==> config.mk <==
export PLATFORM = sky130hd
export DESIGN_NAME = ps2_device_emulator
export DESIGN_NICKNAME = d
export VERILOG_FILES = /design/src/rtl/ps2_device_emulator.sv
export SDC_FILE = /design/constraint.sdc
export NUM_CORES = 1
export LEC_CHECK = 0
export BUFFER_PORTS_ARGS = -buffer_cell sky130_fd_sc_hd__buf_4
export CORE_MARGIN = 1
export CORE_UTILIZATION = 45
export CTS_CLUSTER_DIAMETER = 80
export DETAILED_ROUTE_END_ITERATION = 8
export PLACE_DENSITY_LB_ADDON = 0.12
export SLEW_MARGIN = 10
export SYNTH_ARGS = -nofsm -noshare
export SYNTH_HDL_FRONTEND = slang
export SYNTH_SLANG_ARGS = --single-unit
==> constraint.sdc <==
create_clock -name main_clk -period 2.98 [get_ports main_clk]
set_clock_uncertainty 0.2 [all_clocks]
set_input_delay 0.596 -clock main_clk [delete_from_list [all_inputs] [get_ports main_clk]]
set_output_delay 0.596 -clock main_clk [all_outputs]
set_load 0.01 [all_outputs]
==> src/rtl/ps2_device_emulator.sv <==
// PS/2 device-side link emulator.
// Generates the PS/2 clock, sends device->host bytes (start, D0..D7, odd parity, stop)
// and receives host->device command bytes including the ack bit.
// The lines are open-drain: the outputs are pulldown enables, the inputs are raw line levels.
// All line timing advances on an internal 1 us tick derived from main_clk.
module ps2_device_emulator #(
    parameter int unsigned TICK_DIV  = 90,
    parameter int unsigned HALF_US   = 40,
    parameter int unsigned IDLE_US   = 50,
    parameter int unsigned SETTLE_US = 5,
    parameter int unsigned REQ_US    = 100
) (
    input  logic       main_clk,
    input  logic       reset,
    output logic       external_clock_pulldown,
    output logic       external_data_pulldown,
    input  logic       external_clock_in,
    input  logic       external_data_in,
    input  logic [7:0] tx_data,
    input  logic       tx_valid,
    output logic       tx_ready,
    output logic [7:0] rx_data,
    output logic       rx_valid,
    output logic       rx_error,
    output logic       busy
);

    localparam logic [6:0] TICK_LAST  = 7'(TICK_DIV - 1);
    localparam logic [7:0] HALF_LAST  = 8'(HALF_US - 1);
    localparam logic [7:0] MID_LAST   = 8'(HALF_US / 2 - 1);
    localparam logic [7:0] SETTLE_CNT = 8'(SETTLE_US);
    localparam logic [7:0] IDLE_CNT   = 8'(IDLE_US);
    localparam logic [7:0] REQ_LAST   = 8'(REQ_US - 1);

    typedef enum logic [3:0] {
        S_IDLE,
        S_TX_HI,
        S_TX_LO,
        S_DONE_TX,
        S_ABORT,
        S_HOST_REQ,
        S_RX_LO,
        S_RX_HI,
        S_RX_ACK
    } state_t;

    state_t      state_q;
    logic [6:0]  tick_cnt_q;
    logic        tick;
    logic [1:0]  clk_sync_q;
    logic [1:0]  data_sync_q;
    logic        clock_in;
    logic        data_in;
    logic [7:0]  phase_q;
    logic [7:0]  phase_d;
    logic [7:0]  idle_cnt_q;
    logic [7:0]  idle_cnt_d;
    logic [3:0]  bit_idx_q;
    logic [7:0]  hold_q;
    logic        hold_valid_q;
    logic        tx_ready_q;
    logic [9:0]  rx_sh_q;
    logic [7:0]  rx_data_q;
    logic        rx_valid_q;
    logic        rx_error_q;
    logic        clk_pd_q;
    logic        data_pd_q;
    logic [10:0] tx_frame;
    logic        tx_bit;

    assign clock_in = clk_sync_q[1];
    assign data_in  = data_sync_q[1];
    assign tick     = (tick_cnt_q == TICK_LAST);

    assign external_clock_pulldown = clk_pd_q;
    assign external_data_pulldown  = data_pd_q;
    assign tx_ready                = tx_ready_q;
    assign rx_data                 = rx_data_q;
    assign rx_valid                = rx_valid_q;
    assign rx_error                = rx_error_q;
    assign busy                    = (state_q != S_IDLE);

    // 1 us tick divider, wraps at TICK_DIV-1
    always_ff @(posedge main_clk or posedge reset) begin
        if (reset) begin
            tick_cnt_q <= '0;
        end else if (tick) begin
            tick_cnt_q <= '0;
        end else begin
            tick_cnt_q <= tick_cnt_q + 7'd1;
        end
    end

    // Two-flop synchronizers for the raw line levels (lines idle high)
    always_ff @(posedge main_clk or posedge reset) begin
        if (reset) begin
            clk_sync_q  <= '1;
            data_sync_q <= '1;
        end else begin
            clk_sync_q  <= {clk_sync_q[0], external_clock_in};
            data_sync_q <= {data_sync_q[0], external_data_in};
        end
    end

    // Saturating increments and the bit currently being sent
    always_comb begin
        phase_d    = (phase_q == 8'hFF) ? phase_q : phase_q + 8'd1;
        idle_cnt_d = (idle_cnt_q == 8'hFF) ? idle_cnt_q : idle_cnt_q + 8'd1;
        tx_frame   = {1'b1, ~^hold_q, hold_q, 1'b0};
        tx_bit     = tx_frame[bit_idx_q];
    end

    // Link FSM, holding register and registered outputs
    always_ff @(posedge main_clk or posedge reset) begin
        if (reset) begin
            state_q      <= S_IDLE;
            phase_q      <= '0;
            idle_cnt_q   <= '0;
            bit_idx_q    <= '0;
            hold_q       <= '0;
            hold_valid_q <= 1'b0;
            tx_ready_q   <= 1'b1;
            rx_sh_q      <= '0;
            rx_data_q    <= '0;
            rx_valid_q   <= 1'b0;
            rx_error_q   <= 1'b0;
            clk_pd_q     <= 1'b0;
            data_pd_q    <= 1'b0;
        end else begin
            rx_valid_q <= 1'b0;
            if (tx_valid && tx_ready_q) begin
                hold_q       <= tx_data;
                hold_valid_q <= 1'b1;
                tx_ready_q   <= 1'b0;
            end
            if (tick) begin
                case (state_q)
                    S_IDLE: begin
                        clk_pd_q  <= 1'b0;
                        data_pd_q <= 1'b0;
                        if (clock_in && data_in) begin
                            idle_cnt_q <= idle_cnt_d;
                        end else begin
                            idle_cnt_q <= '0;
                        end
                        // Host request has priority: a held-low clock also blocks a TX start
                        if (!clock_in) begin
                            if (phase_q >= REQ_LAST) begin
                                state_q <= S_HOST_REQ;
                                phase_q <= '0;
                            end else begin
                                phase_q <= phase_d;
                            end
                        end else begin
                            phase_q <= '0;
                            if (hold_valid_q && data_in && idle_cnt_q >= IDLE_CNT) begin
                                state_q   <= S_TX_HI;
                                bit_idx_q <= '0;
                            end
                        end
                    end
                    S_TX_HI: begin
                        if (!clock_in && phase_q >= SETTLE_CNT) begin
                            state_q   <= S_ABORT;
                            clk_pd_q  <= 1'b0;
                            data_pd_q <= 1'b0;
                            phase_q   <= '0;
                        end else begin
                            phase_q <= phase_d;
                            if (phase_q == MID_LAST) begin
                                data_pd_q <= ~tx_bit;
                            end
                            if (phase_q == HALF_LAST) begin
                                state_q  <= S_TX_LO;
                                clk_pd_q <= 1'b1;
                                phase_q  <= '0;
                            end
                        end
                    end
                    S_TX_LO: begin
                        phase_q <= phase_d;
                        if (phase_q == HALF_LAST) begin
                            clk_pd_q <= 1'b0;
                            phase_q  <= '0;
                            if (bit_idx_q == 4'd10) begin
                                state_q <= S_DONE_TX;
                            end else begin
                                bit_idx_q <= bit_idx_q + 4'd1;
                                state_q   <= S_TX_HI;
                            end
                        end
                    end
                    S_DONE_TX: begin
                        data_pd_q    <= 1'b0;
                        hold_valid_q <= 1'b0;
                        tx_ready_q   <= 1'b1;
                        idle_cnt_q   <= '0;
                        phase_q      <= '0;
                        state_q      <= S_IDLE;
                    end
                    S_ABORT: begin
                        clk_pd_q   <= 1'b0;
                        data_pd_q  <= 1'b0;
                        bit_idx_q  <= '0;
                        idle_cnt_q <= '0;
                        phase_q    <= '0;
                        state_q    <= S_IDLE;
                    end
                    S_HOST_REQ: begin
                        if (clock_in) begin
                            phase_q <= '0;
                            if (!data_in) begin
                                state_q   <= S_RX_LO;
                                clk_pd_q  <= 1'b1;
                                bit_idx_q <= '0;
                            end else begin
                                idle_cnt_q <= '0;
                                state_q    <= S_IDLE;
                            end
                        end
                    end
                    S_RX_LO: begin
                        phase_q <= phase_d;
                        if (phase_q == HALF_LAST) begin
                            clk_pd_q <= 1'b0;
                            phase_q  <= '0;
                            state_q  <= S_RX_HI;
                        end
                    end
                    S_RX_HI: begin
                        if (!clock_in && phase_q >= SETTLE_CNT) begin
                            idle_cnt_q <= '0;
                            phase_q    <= '0;
                            state_q    <= S_IDLE;
                        end else begin
                            phase_q <= phase_d;
                            if (phase_q == MID_LAST) begin
                                rx_sh_q[bit_idx_q] <= data_in;
                            end
                            if (phase_q == HALF_LAST) begin
                                phase_q  <= '0;
                                clk_pd_q <= 1'b1;
                                if (bit_idx_q == 4'd9) begin
                                    data_pd_q <= 1'b1;
                                    state_q   <= S_RX_ACK;
                                end else begin
                                    bit_idx_q <= bit_idx_q + 4'd1;
                                    state_q   <= S_RX_LO;
                                end
                            end
                        end
                    end
                    S_RX_ACK: begin
                        phase_q <= phase_d;
                        if (phase_q == HALF_LAST) begin
                            clk_pd_q   <= 1'b0;
                            data_pd_q  <= 1'b0;
                            rx_valid_q <= 1'b1;
                            rx_data_q  <= rx_sh_q[7:0];
                            rx_error_q <= ~(^rx_sh_q[8:0]) | ~rx_sh_q[9];
                            idle_cnt_q <= '0;
                            phase_q    <= '0;
                            state_q    <= S_IDLE;
                        end
                    end
                    default: begin
                        clk_pd_q  <= 1'b0;
                        data_pd_q <= 1'b0;
                        phase_q   <= '0;
                        state_q   <= S_IDLE;
                    end
                endcase
            end
        end
    end

endmodule

After elaboration in Yosys (flattened, before gate mapping)
Cells that the tools add are included.
Widths: inputs -> output; s select.
- $add $sub $neg: 4
- multiply operators: 0
- divide/modulo/power cells: 0
- magnitude comparators: 5
- eq/ne operators: 36
- shift-type cells: 0
- muxes and demuxes: 67
- bitwise operators: 7
- reductions and logical operators: 25
- operators with widths (operator ; count):
    $mux 8 ; 12
    $mux 4 ; 21
    $pmux 8 s5 ; 1
    $pmux 8 s4 ; 1
    $ne 2x2->1 const B ; 14
    $pmux 4 s7 ; 1
    $mux 1 ; 22
    $pmux 4 s5 ; 1
    $ne 3x3->1 const B ; 6
    $add 8x1->8 const B ; 2
    $eq 4x3->1 const B ; 4
    $eq 8x8->1 const B ; 2
    $reduce_and 7->1 ; 2
    $eq 4x4->1 const B ; 3
    $reduce_and 11->1 ; 1
    $bwmux 10 ; 1
    $reduce_bool 5->1 ; 2
    $reduce_and 9->1 ; 1
    $reduce_xor 9->1 ; 1
    $eq 4x2->1 const B ; 2
    $eq 8x5->1 const B ; 1
    $eq 8x6->1 const B ; 1
    $ge 8x3->1 const B ; 1
    $ge 8x6->1 const B ; 1
    other kinds (28) ; 40
- register bits after elaboration: 67
- latch bits: 0
- memory bits (writable): 0
- ROM bits: 0
- input port bits: 13
- memories kept: 0

Depth between registers and ports, before layout
Gate-level depths: netlist of the first run.
- depth in word-level cells: 7
- gate-level depth with buffers: 8
- mapped depth without buffers: 7

Least setup slack after synthesis of the first run
OpenSTA, ideal clock, no wires.
- kind: register to register
- from: register tick_cnt_q[1]
- to: register idle_cnt_q[1]
- arrival: 2.140 ns
- required time: 2.714 ns
- setup slack: 0.574 ns
- stages on the path, launching flop included: 8
- period minus slack after synthesis: 2.406 ns
- path through: dfrtp_1 inv_1 ha_1 nand4b_4 a211o_1 a2111o_1 or4b_1 nand2_1
- word-level cells in the longest chain between the ends: 2
- ends and longest elaborated chain (item ; line ; text):
    start: declaration ; 48 ; logic [6:0] tick_cnt_q;
    start signal: assignment ; 90 ; tick_cnt_q <= tick_cnt_q + 7'd1;
    $eq 7x7->1 ; 73 ; assign tick = (tick_cnt_q == TICK_LAST);
    $reduce_and 7->1 (no source line) ; - ;
    end signal: assignment ; 142 ; idle_cnt_q <= idle_cnt_d;
    end: declaration ; 56 ; logic [7:0] idle_cnt_q;
Every way passes these cells.
A chain may end at the register's enable or synchronous reset.

Worst setup path after layout of the first run
- from: register phase_q[0]
- to: register rx_sh_q[0]
- word-level cells in the longest chain between the ends: 4
- ends and longest elaborated chain (item ; line ; text):
    start: declaration ; 54 ; logic [7:0] phase_q;
    start signal: assignment ; 152 ; phase_q <= phase_d;
    start signal: assignment ; 169 ; phase_q <= phase_d;
    start signal: assignment ; 181 ; phase_q <= phase_d;
    $ge 8x3->1 ; 231 ; if (!clock_in && phase_q >= SETTLE_CNT) begin
    $logic_and 1x1->1 ; 231 ;
    $not 1->1 (no source line) ; - ;
    $reduce_and 4->1 (no source line) * ; - ;
    end signal: indexed assignment ; 238 ; rx_sh_q[bit_idx_q] <= data_in;
    end: declaration ; 62 ; logic [9:0] rx_sh_q;
Every way passes the cells marked *; elsewhere a longest branch is shown, timed or not.

==> results of run 1 <==
==> per-stage QoR <==
| step | hold slack (ns) | util [%] | total power (W) |
|---|---|---|---|
| 3_5_place_dp | 0.151 | 51.8 | 0.00106 |
| 5_1_grt | 0.131 | 54.7 | 0.00197 |
| 4_1_cts | 0.142 | 54.7 | 0.00192 |
| 3_3_place_gp | 0.151 | 51.8 | 0.00106 |
| 6_report | 0.153 | 54.7 | 0.00189 |
| 2_1_floorplan | 0.145 | - | 0.00103 |
==> worst max-delay path: stages (launching register included) <==
cell and delay (ns):
dfrtp_1 0.45, ha_1 0.32, nand2_1 0.12, nor4b_2 0.43
o2111ai_2 0.31, nor4b_1 0.41, mux2_2 0.37
==> worst max-delay path by stage <==
| stage | to | slack, ns | depth (start not counted) |
|---|---|---|---|
| after floorplan | bit_idx_q[0] | 0.51 | 1 |
| after global placement | rx_sh_q[2] | 0.35 | 6 |
| after detailed placement | rx_sh_q[0] | 0.22 | 6 |
| after CTS | rx_sh_q[0] | 0.21 | 6 |
| after global routing | rx_sh_q[0] | 0.04 | 6 |
| final | rx_sh_q[0] | 0.27 | 6 |
==> timing repair <==
action | CTS | global route
gates resized for setup | 0 | 1
buffers inserted | 0 | 0
hold buffers | 1 | 0
hold endpoints to repair | 2 | 0
setup endpoints to repair | 0 | 4
==> cell usage in the layout (no fill, tap or decap), types with 13 or more instances in the layout <==
cell type / netlist / final
dfrtp_1: 62 / 62
buf_4: 0 / 38
nor2_1: 29 / 29
nand2_1: 26 / 26
mux2_2: 25 / 25
xnor2_1: 21 / 21
o21ai_0: 16 / 16
nor3_1: 15 / 15
nand3_1: 15 / 15
a21oi_1: 13 / 13
==> area by class of cell <==
cell class	count	area (sq um)
well taps	105	131
repair buffers	40	315
inverters	14	52.6
clock inverters	6	88.8
flip-flops and latches	67	1680
clock buffers	10	138
fillers	731	3790
multi-input cells	300	2180
==> logic make-up after synthesis <==
family          share of synthesized area (%)
compound gates                           14.4
mux                                      9.55
buf+inv                                  2.84
xor+xnor                                 5.52
simple gates                             21.8
fa+ha+maj                                3.47
flops                                    42.4
==> metal layers <==
layer,part of all wire (%),vias up,track usage [%]
met5,0,-,0
met4,1.2,0,6.34
met3,4.0,9,5.13
met2,48,67,34.0
met1,47,1552,28.5
li1,-,1541,-
==> registers in the layout, indices dropped and copies added, names as in the netlist <==
register,cells
bit_idx_q,4
clk_sync_q,2
data_sync_q,2
external_clock_pulldown,1
external_data_pulldown,1
hold_q,8
hold_valid_q,1
idle_cnt_q,8
phase_q,8
rx_data,8
rx_error,1
rx_sh_q,10
rx_valid,1
state_q,4
tick_cnt_q,7
tx_ready,1
==> where the power goes <==
part	internal, W	switching (W)	total [W]	leakage (nW)
Combinational	0.0000546	0.0000460	0.000101	0.953
Clock	0.000493	0.000353	0.000846	0.108
Sequential	0.000928	0.0000164	0.000944	0.888
==> qor.txt, run 1 <==
Gate Count Post-Synth: 396
vias per cell: 5.85
reg2reg path depth: 6
Max FO, Critical Path: 7
clock sink total: 67
R2R Setup Slk: 0.27 ns
Leakage Power: 1.95 nW
Die Span X: 95.9 um
Startpoint Class: flop
htree depth: 3
Ys Warns: 0
RR Startpoint: phase_q[0]
Slew HR: 58.4%
Final ANT Viol Nets: 0
Syn Area/Cell: 10.0 sq um
Yosys cell types: 68
TNS Setup: 0 ns
Min-Delay Startpoint: external_data_in
n_diodes: 0
remaining global-route overflow: 0
status: complete, no violations
Setup crit end kind: flop
antenna violations before repair: 0
Total GRT Usage: 21.2%
P&R area growth vs syn: 15.6%
Final Critical Period: 2.71 ns
routed len/inst: 16.2 um
hold depth: 1
First-pass DRT Iterations: 5
worst slack, placed: 0.221 ns
Vias: 3169
CTS max path bufs: 2
Synth top area share: 39.1%
asr flop ratio synth: 100%
I/O pin total: 27
largest cells by area after synthesis: dfrtp_1 (39%), mux2_2 (7.1%), xnor2_1 (4.6%), ha_1 (3.5%), dfstp_2 (3.3%)
Yosys reg bits: 67
RSZ-0062 raised after global routing: false
Die Area: 9200 sq um
Starting Density: 47.4%
Area after DPL: 4350 sq um
Hold EP: data_sync_q[0]
f_max: 370 MHz
DRC viols: 0
P per Cell Area: 412 nW/um^2
Die H: 95.9 um
Setup Crit Path Kind: flop to flop
Non-Filler Instances: 542
Arrival @ worst endpoint: 2.74 ns
clock root buffer: clkbuf_8
share of cells above drive strength 1: 22.7%
Hold Crit Class: input pin to flop
pin count of the biggest net entering global routing: 34
worst skew pair latency: 0.35 ns
period utilisation layout: 90.8%
hpwl dp: 6420 um
Peak supply drop: 0.000233 V
final hold violation count: 0
count of final max-slew check failures: 0
Core ar.: 8380 sq um
Final #Nets: 456
Critical Path RT: 3.02 ns
final WL: 8800 um
Synth Flop Type: dfrtp_1
dpl cells: 525
area leader, netlist: dfrtp_1
Max Cap Viol: 0
Worst-Margin Slew: 0.616 ns
clock tree from TritonCTS: built
final setup violating endpoints: 0
number of port buffers: 26
violation count after the first detailed-route iteration: 211
Crit. Startpoint: phase_q[0]
count leader, synth: dfrtp_1
post-synthesis net count: 420
cts bufs inserted: 9
RR Endpoint: rx_sh_q[0]
Synth top cells by count: dfrtp_1 (62), nor2_1 (29), nand2_1 (26), mux2_2 (25), xnor2_1 (21)
setup ws final: 0.274 ns
gpl congestion: 0.875
register area share after synthesis: 42.4%
Post-synth EDFFs: 0
vias in the first global route: 2985
first-pass GRT wire length: 14800 um
# rows: 33
Cell Area, Synth: 3970 sq um
post-route cell area: 4590 sq um
clk slew on worst S/H paths: 0.07 ns
(Power assumes the default switching activity.)
==> inputs of run 2 (changes only) <==
--- a/config.mk
+++ b/config.mk
@@ -6,11 +6,11 @@
 export NUM_CORES = 1
 export LEC_CHECK = 0
 export BUFFER_PORTS_ARGS = -buffer_cell sky130_fd_sc_hd__buf_4
-export CORE_MARGIN = 1
+export CORE_MARGIN = 2
 export CORE_UTILIZATION = 45
 export CTS_CLUSTER_DIAMETER = 80
 export DETAILED_ROUTE_END_ITERATION = 8
-export PLACE_DENSITY_LB_ADDON = 0.12
+export PLACE_DENSITY = 0.6
 export SLEW_MARGIN = 10
 export SYNTH_ARGS = -nofsm -noshare
 export SYNTH_HDL_FRONTEND = slang
==> run 2 against run 1 <==
  * Largest cell class unchanged
  * Combinational power barely moved
  * Sequential power barely moved
  * Critical path type unchanged
  * Clock power rose by 0.5%
  * Final area fell by 0.14%
  * Via count fell by 1.2%
  * Worst setup slack improved by 0.016 ns
==> qor.txt, run 2 (synthesized netlist as in run 1, its figures left out) <==
status: complete, no violations
worst skew pair latency: 0.34 ns
Startpoint Class: flop
clock root buffer: clkbuf_8
remaining global-route overflow: 0
setup ws final: 0.290 ns
worst slack, placed: 0.270 ns
commonest non-fill, non-tap cell in the layout: dfrtp_1
final WL: 8750 um
n_diodes: 0
First-pass DRT Iterations: 5
Core ar.: 8640 sq um
CTS max path bufs: 2
TNS Setup: 0 ns
Max FO, Critical Path: 18
# rows: 34
Die Area: 9590 sq um
Final ANT Viol Nets: 0
Vias: 3132
Total GRT Usage: 19.4%
violation count after the first detailed-route iteration: 235
Die Span X: 97.9 um
number of port buffers: 26
first-pass GRT wire length: 15000 um
Starting Density: 46.0%
post-route cell area: 4580 sq um
clk slew on worst S/H paths: 0.08 ns
clock tree from TritonCTS: built
count of final max-slew check failures: 0
routed len/inst: 16.1 um
Worst-Margin Slew: 0.548 ns
P per Cell Area: 414 nW/um^2
cts bufs inserted: 9
vias in the first global route: 3009
RSZ-0062 raised after global routing: false
htree depth: 3
hpwl dp: 6340 um
Slew HR: 63.0%
Setup crit end kind: flop
clock sink total: 67
share of cells above drive strength 1: 22.7%
period utilisation layout: 90.3%
antenna violations before repair: 0
Peak supply drop: 0.000279 V
vias per cell: 5.76
Area after DPL: 4350 sq um
P&R area growth vs syn: 15.4%
Setup Crit Path Kind: flop to flop
gpl congestion: 0.888
final setup violating endpoints: 0
Largest Register: rx_sh_q
Final Critical Period: 2.69 ns
setup repair bufs after CTS: 0
Critical Path RT: 3.01 ns
final hold violation count: 0
Hold Crit Class: input pin to async pin
Final #Nets: 455
DRC viols: 0
Die H: 97.9 um
Leakage Power: 1.95 nW
commonest non-fill, non-tap cells in the layout: dfrtp_1 (62), buf_4 (38), nor2_1 (29)
max reg flops: 10
pin count of the biggest net entering global routing: 51
Max Cap Viol: 0
I/O pin total: 27
Arrival @ worst endpoint: 2.72 ns
f_max: 372 MHz
==> run 2: path summary, 6_finish.rpt <==
| kind | startpoint | to | slack (ns) | cells past startpoint |
|---|---|---|---|---|
| hold reg to reg | clk_sync_q[0] | clk_sync_q[1] | 0.15 | 0 |
| max in group asynchronous | reset | clk_sync_q[0] | 1.91 | 3 |
| min in group main_clk | clk_sync_q[0] | clk_sync_q[1] | 0.15 | 0 |
| setup reg to reg | state_q[1] | state_q[0] | 0.29 | 4 |
| setup / recovery | state_q[1] | state_q[0] | 0.29 | 4 |
| hold / removal | reset | hold_q[5] | 0.03 | 2 |
==> run 2: area by class of cell <==
cell class	count	area (sq um)
clock buffers	10	138
inverters	14	52.6
clock inverters	6	88.8
repair buffers	39	305
fillers	776	4050
well taps	108	135
flip-flops and latches	67	1680
multi-input cells	300	2180
==> run 2: metal layers <==
layer	up-vias	wire length [um]	share of wire, %	global-route usage, %
met5	-	0	0	0
met4	0	143	1.6	5.88
met3	11	343	3.9	4.15
met2	72	4140	47	30.3
met1	1516	4120	47	27.1
li1	1533	-	-	-
==> run 2: where the power goes <==
group          internal [W]  switching (W)  total, W
Clock              0.000494       0.000357  0.000850
Sequential         0.000928      0.0000152  0.000943
Combinational     0.0000539      0.0000495  0.000103
Total               0.00148       0.000422   0.00190
==> run 2: critical path, stage by stage, from the launching register on <==
cell	delay, ns
dfrtp_1	0.57
or4_1	0.68
o41ai_1	0.48
a221o_1	0.31
mux2_1	0.35
==> run 2: through the flow <==
step	hold WS, ns	total power [W]	cells	utilization, %
after floorplan	0.145	0.00103	396	-
after global placement	0.151	0.00106	528	50.4
after detailed placement	0.150	0.00107	528	50.4
after CTS	0.0286	0.00193	544	53.0
after global routing	0.0515	0.00198	544	53.1
final	0.0315	0.00190	544	53.1
==> run 2: timing repair <==
action                                  CTS  global route
resized for setup                         0             1
endpoints found under the setup margin    0             1
hold buffers                              0             0
==> inputs of run 3 (changes only) <==
--- a/config.mk
+++ b/config.mk
@@ -11,6 +11,7 @@
 export CTS_CLUSTER_DIAMETER = 80
 export DETAILED_ROUTE_END_ITERATION = 8
 export PLACE_DENSITY = 0.6
+export REMOVE_ABC_BUFFERS = 1
 export SLEW_MARGIN = 10
 export SYNTH_ARGS = -nofsm -noshare
 export SYNTH_HDL_FRONTEND = slang
==> run 3 against run 2 <==
  * Critical path depth increased by 2
  * Largest cell class unchanged
  * Worst setup slack about the same
  * Fmax about the same
  * Die area unchanged
  * Non-clock buffer count unchanged
  * Clock power decreased by 9.6%
==> qor.txt, run 3 (synthesized netlist as in run 1, its figures left out) <==
status: complete, no violations
Comb power frac: 5.6%
Worst path max stage delay: 0.45 ns
Hold Crit Class: input pin to async pin
CP max-delay cell: dfrtp_1
worst-path cell chain: ha_1, nand2_1, nor4b_2, o2111ai_2, nor4b_1, mux2_2
commonest non-fill, non-tap cells in the layout: dfrtp_1 (62), buf_4 (38), nor2_1 (29)
Design Power: 0.00181 W
sw power: 0.000441 W
clock root buffer: clkbuf_8
Startpoint Class: flop
vias in the first global route: 3049
routed len/inst: 16.0 um
Starting Density: 46.0%
internal power: 0.00137 W
Core ar.: 8640 sq um
commonest non-fill, non-tap cell in the layout: dfrtp_1
First-pass DRT Iterations: 5
sequential share of power: 52.0%
switching portion of total power: 24.3%
share of cells above drive strength 1: 22.7%
Final Critical Period: 2.69 ns
number of port buffers: 26
first-pass GRT wire length: 15300 um
setup ws final: 0.290 ns
count of final max-slew check failures: 0
Final ANT Viol Nets: 0
Final #Nets: 455
Die Span X: 97.9 um
clock sink total: 67
violation count after the first detailed-route iteration: 216
Die Area: 9590 sq um
Largest Register: rx_sh_q
vias per cell: 5.79
# fillers: 808
Largest delay share family, worst path: simple AND/OR/NAND/NOR gates
I/O pin total: 27
RSZ-0062 raised after global routing: false
Leakage Power: 1.93 nW
max reg flops: 10
remaining global-route overflow: 0
# rows: 34
pin count of the biggest net entering global routing: 47
TNS Setup: 0 ns
period utilisation layout: 90.3%
Slew HR: 61.3%
Critical Path RT: 3.02 ns
final setup violating endpoints: 0
P per Cell Area: 398 nW/um^2
hold_buf cts: 0
Setup crit end kind: flop
DRC viols: 0
Worst-Margin Slew: 0.573 ns
f_max: 372 MHz
Total GRT Usage: 19.4%
post-route cell area: 4550 sq um
clock tree from TritonCTS: built
htree depth: 3
Die H: 97.9 um
Peak supply drop: 0.000238 V
Max Cap Viol: 0
gpl congestion: 0.881
CTS max path bufs: 2
Arrival @ worst endpoint: 2.73 ns
power share of the clock group: 42.4%
hpwl dp: 6250 um
clk slew on worst S/H paths: 0.08 ns
antenna violations before repair: 0
Area after DPL: 4350 sq um
n_diodes: 0
final WL: 8690 um
Max FO, Critical Path: 7
Vias: 3149
Setup Crit Path Kind: flop to flop
cts bufs inserted: 9
worst skew pair latency: 0.35 ns
worst slack, placed: 0.240 ns
final hold violation count: 0
P&R area growth vs syn: 14.8%
Worst Path Buf+Inv: 0
[run 3: path summary, 6_finish.rpt]
path / start / cells after the start / to / slack [ns]
max: phase_q[0] / 6 / rx_sh_q[2] / 0.29
min: reset / 2 / idle_cnt_q[5] / 0.07
max reg2reg: phase_q[0] / 6 / rx_sh_q[2] / 0.29
min reg2reg: clk_sync_q[0] / 0 / clk_sync_q[1] / 0.16
max in group asynchronous: reset / 3 / data_sync_q[0] / 1.85
min in group main_clk: external_data_in / 1 / data_sync_q[0] / 0.15
[run 3: final cells by class]
class / count / area [sq um] / share of cell area, %
flip-flops and latches: 67 / 1680 / 37.0
multi-input cells: 300 / 2180 / 47.9
clock inverters: 7 / 75.1 / 1.65
clock buffers: 9 / 124 / 2.72
well taps: 108 / 135 / 2.97
repair buffers: 39 / 305 / 6.70
inverters: 14 / 52.6 / 1.15
[run 3: stage by stage]
| step | hold WS (ns) | utilization (%) | instances |
|---|---|---|---|
| after floorplan | 0.145 | - | 381 |
| after global placement | 0.146 | 50.4 | 528 |
| after detailed placement | 0.148 | 50.4 | 528 |
| after CTS | 0.0699 | 52.7 | 544 |
| after global routing | 0.0958 | 52.7 | 544 |
| final | 0.0665 | 52.7 | 544 |
[run 3: power by group through the flow]
| stage | clock, W | combinational, W | sequential [W] |
|---|---|---|---|
| floorplan | 0 | 0.0000702 | 0.000958 |
| global placement | 0 | 0.000102 | 0.000959 |
| detailed placement | 0 | 0.000104 | 0.000961 |
| CTS | 0.000794 | 0.000104 | 0.000943 |
| global route | 0.000842 | 0.000114 | 0.000945 |
| finish | 0.000768 | 0.000101 | 0.000943 |
[run 3: per-layer routing]
| metal | up-vias | GRT usage (%) | part of all wire, % |
|---|---|---|---|
| li1 | 1529 | - | - |
| met1 | 1528 | 28.6 | 49 |
| met2 | 81 | 28.6 | 46 |
| met3 | 11 | 4.58 | 4.2 |
| met4 | 0 | 5.45 | 1.3 |
| met5 | - | 0 | 0 |
[run 3: timing repair]
action,CTS,global route
setup endpoints to repair,0,3
setup buffers,0,0
gates resized for setup,0,1
hold endpoints to repair,0,0
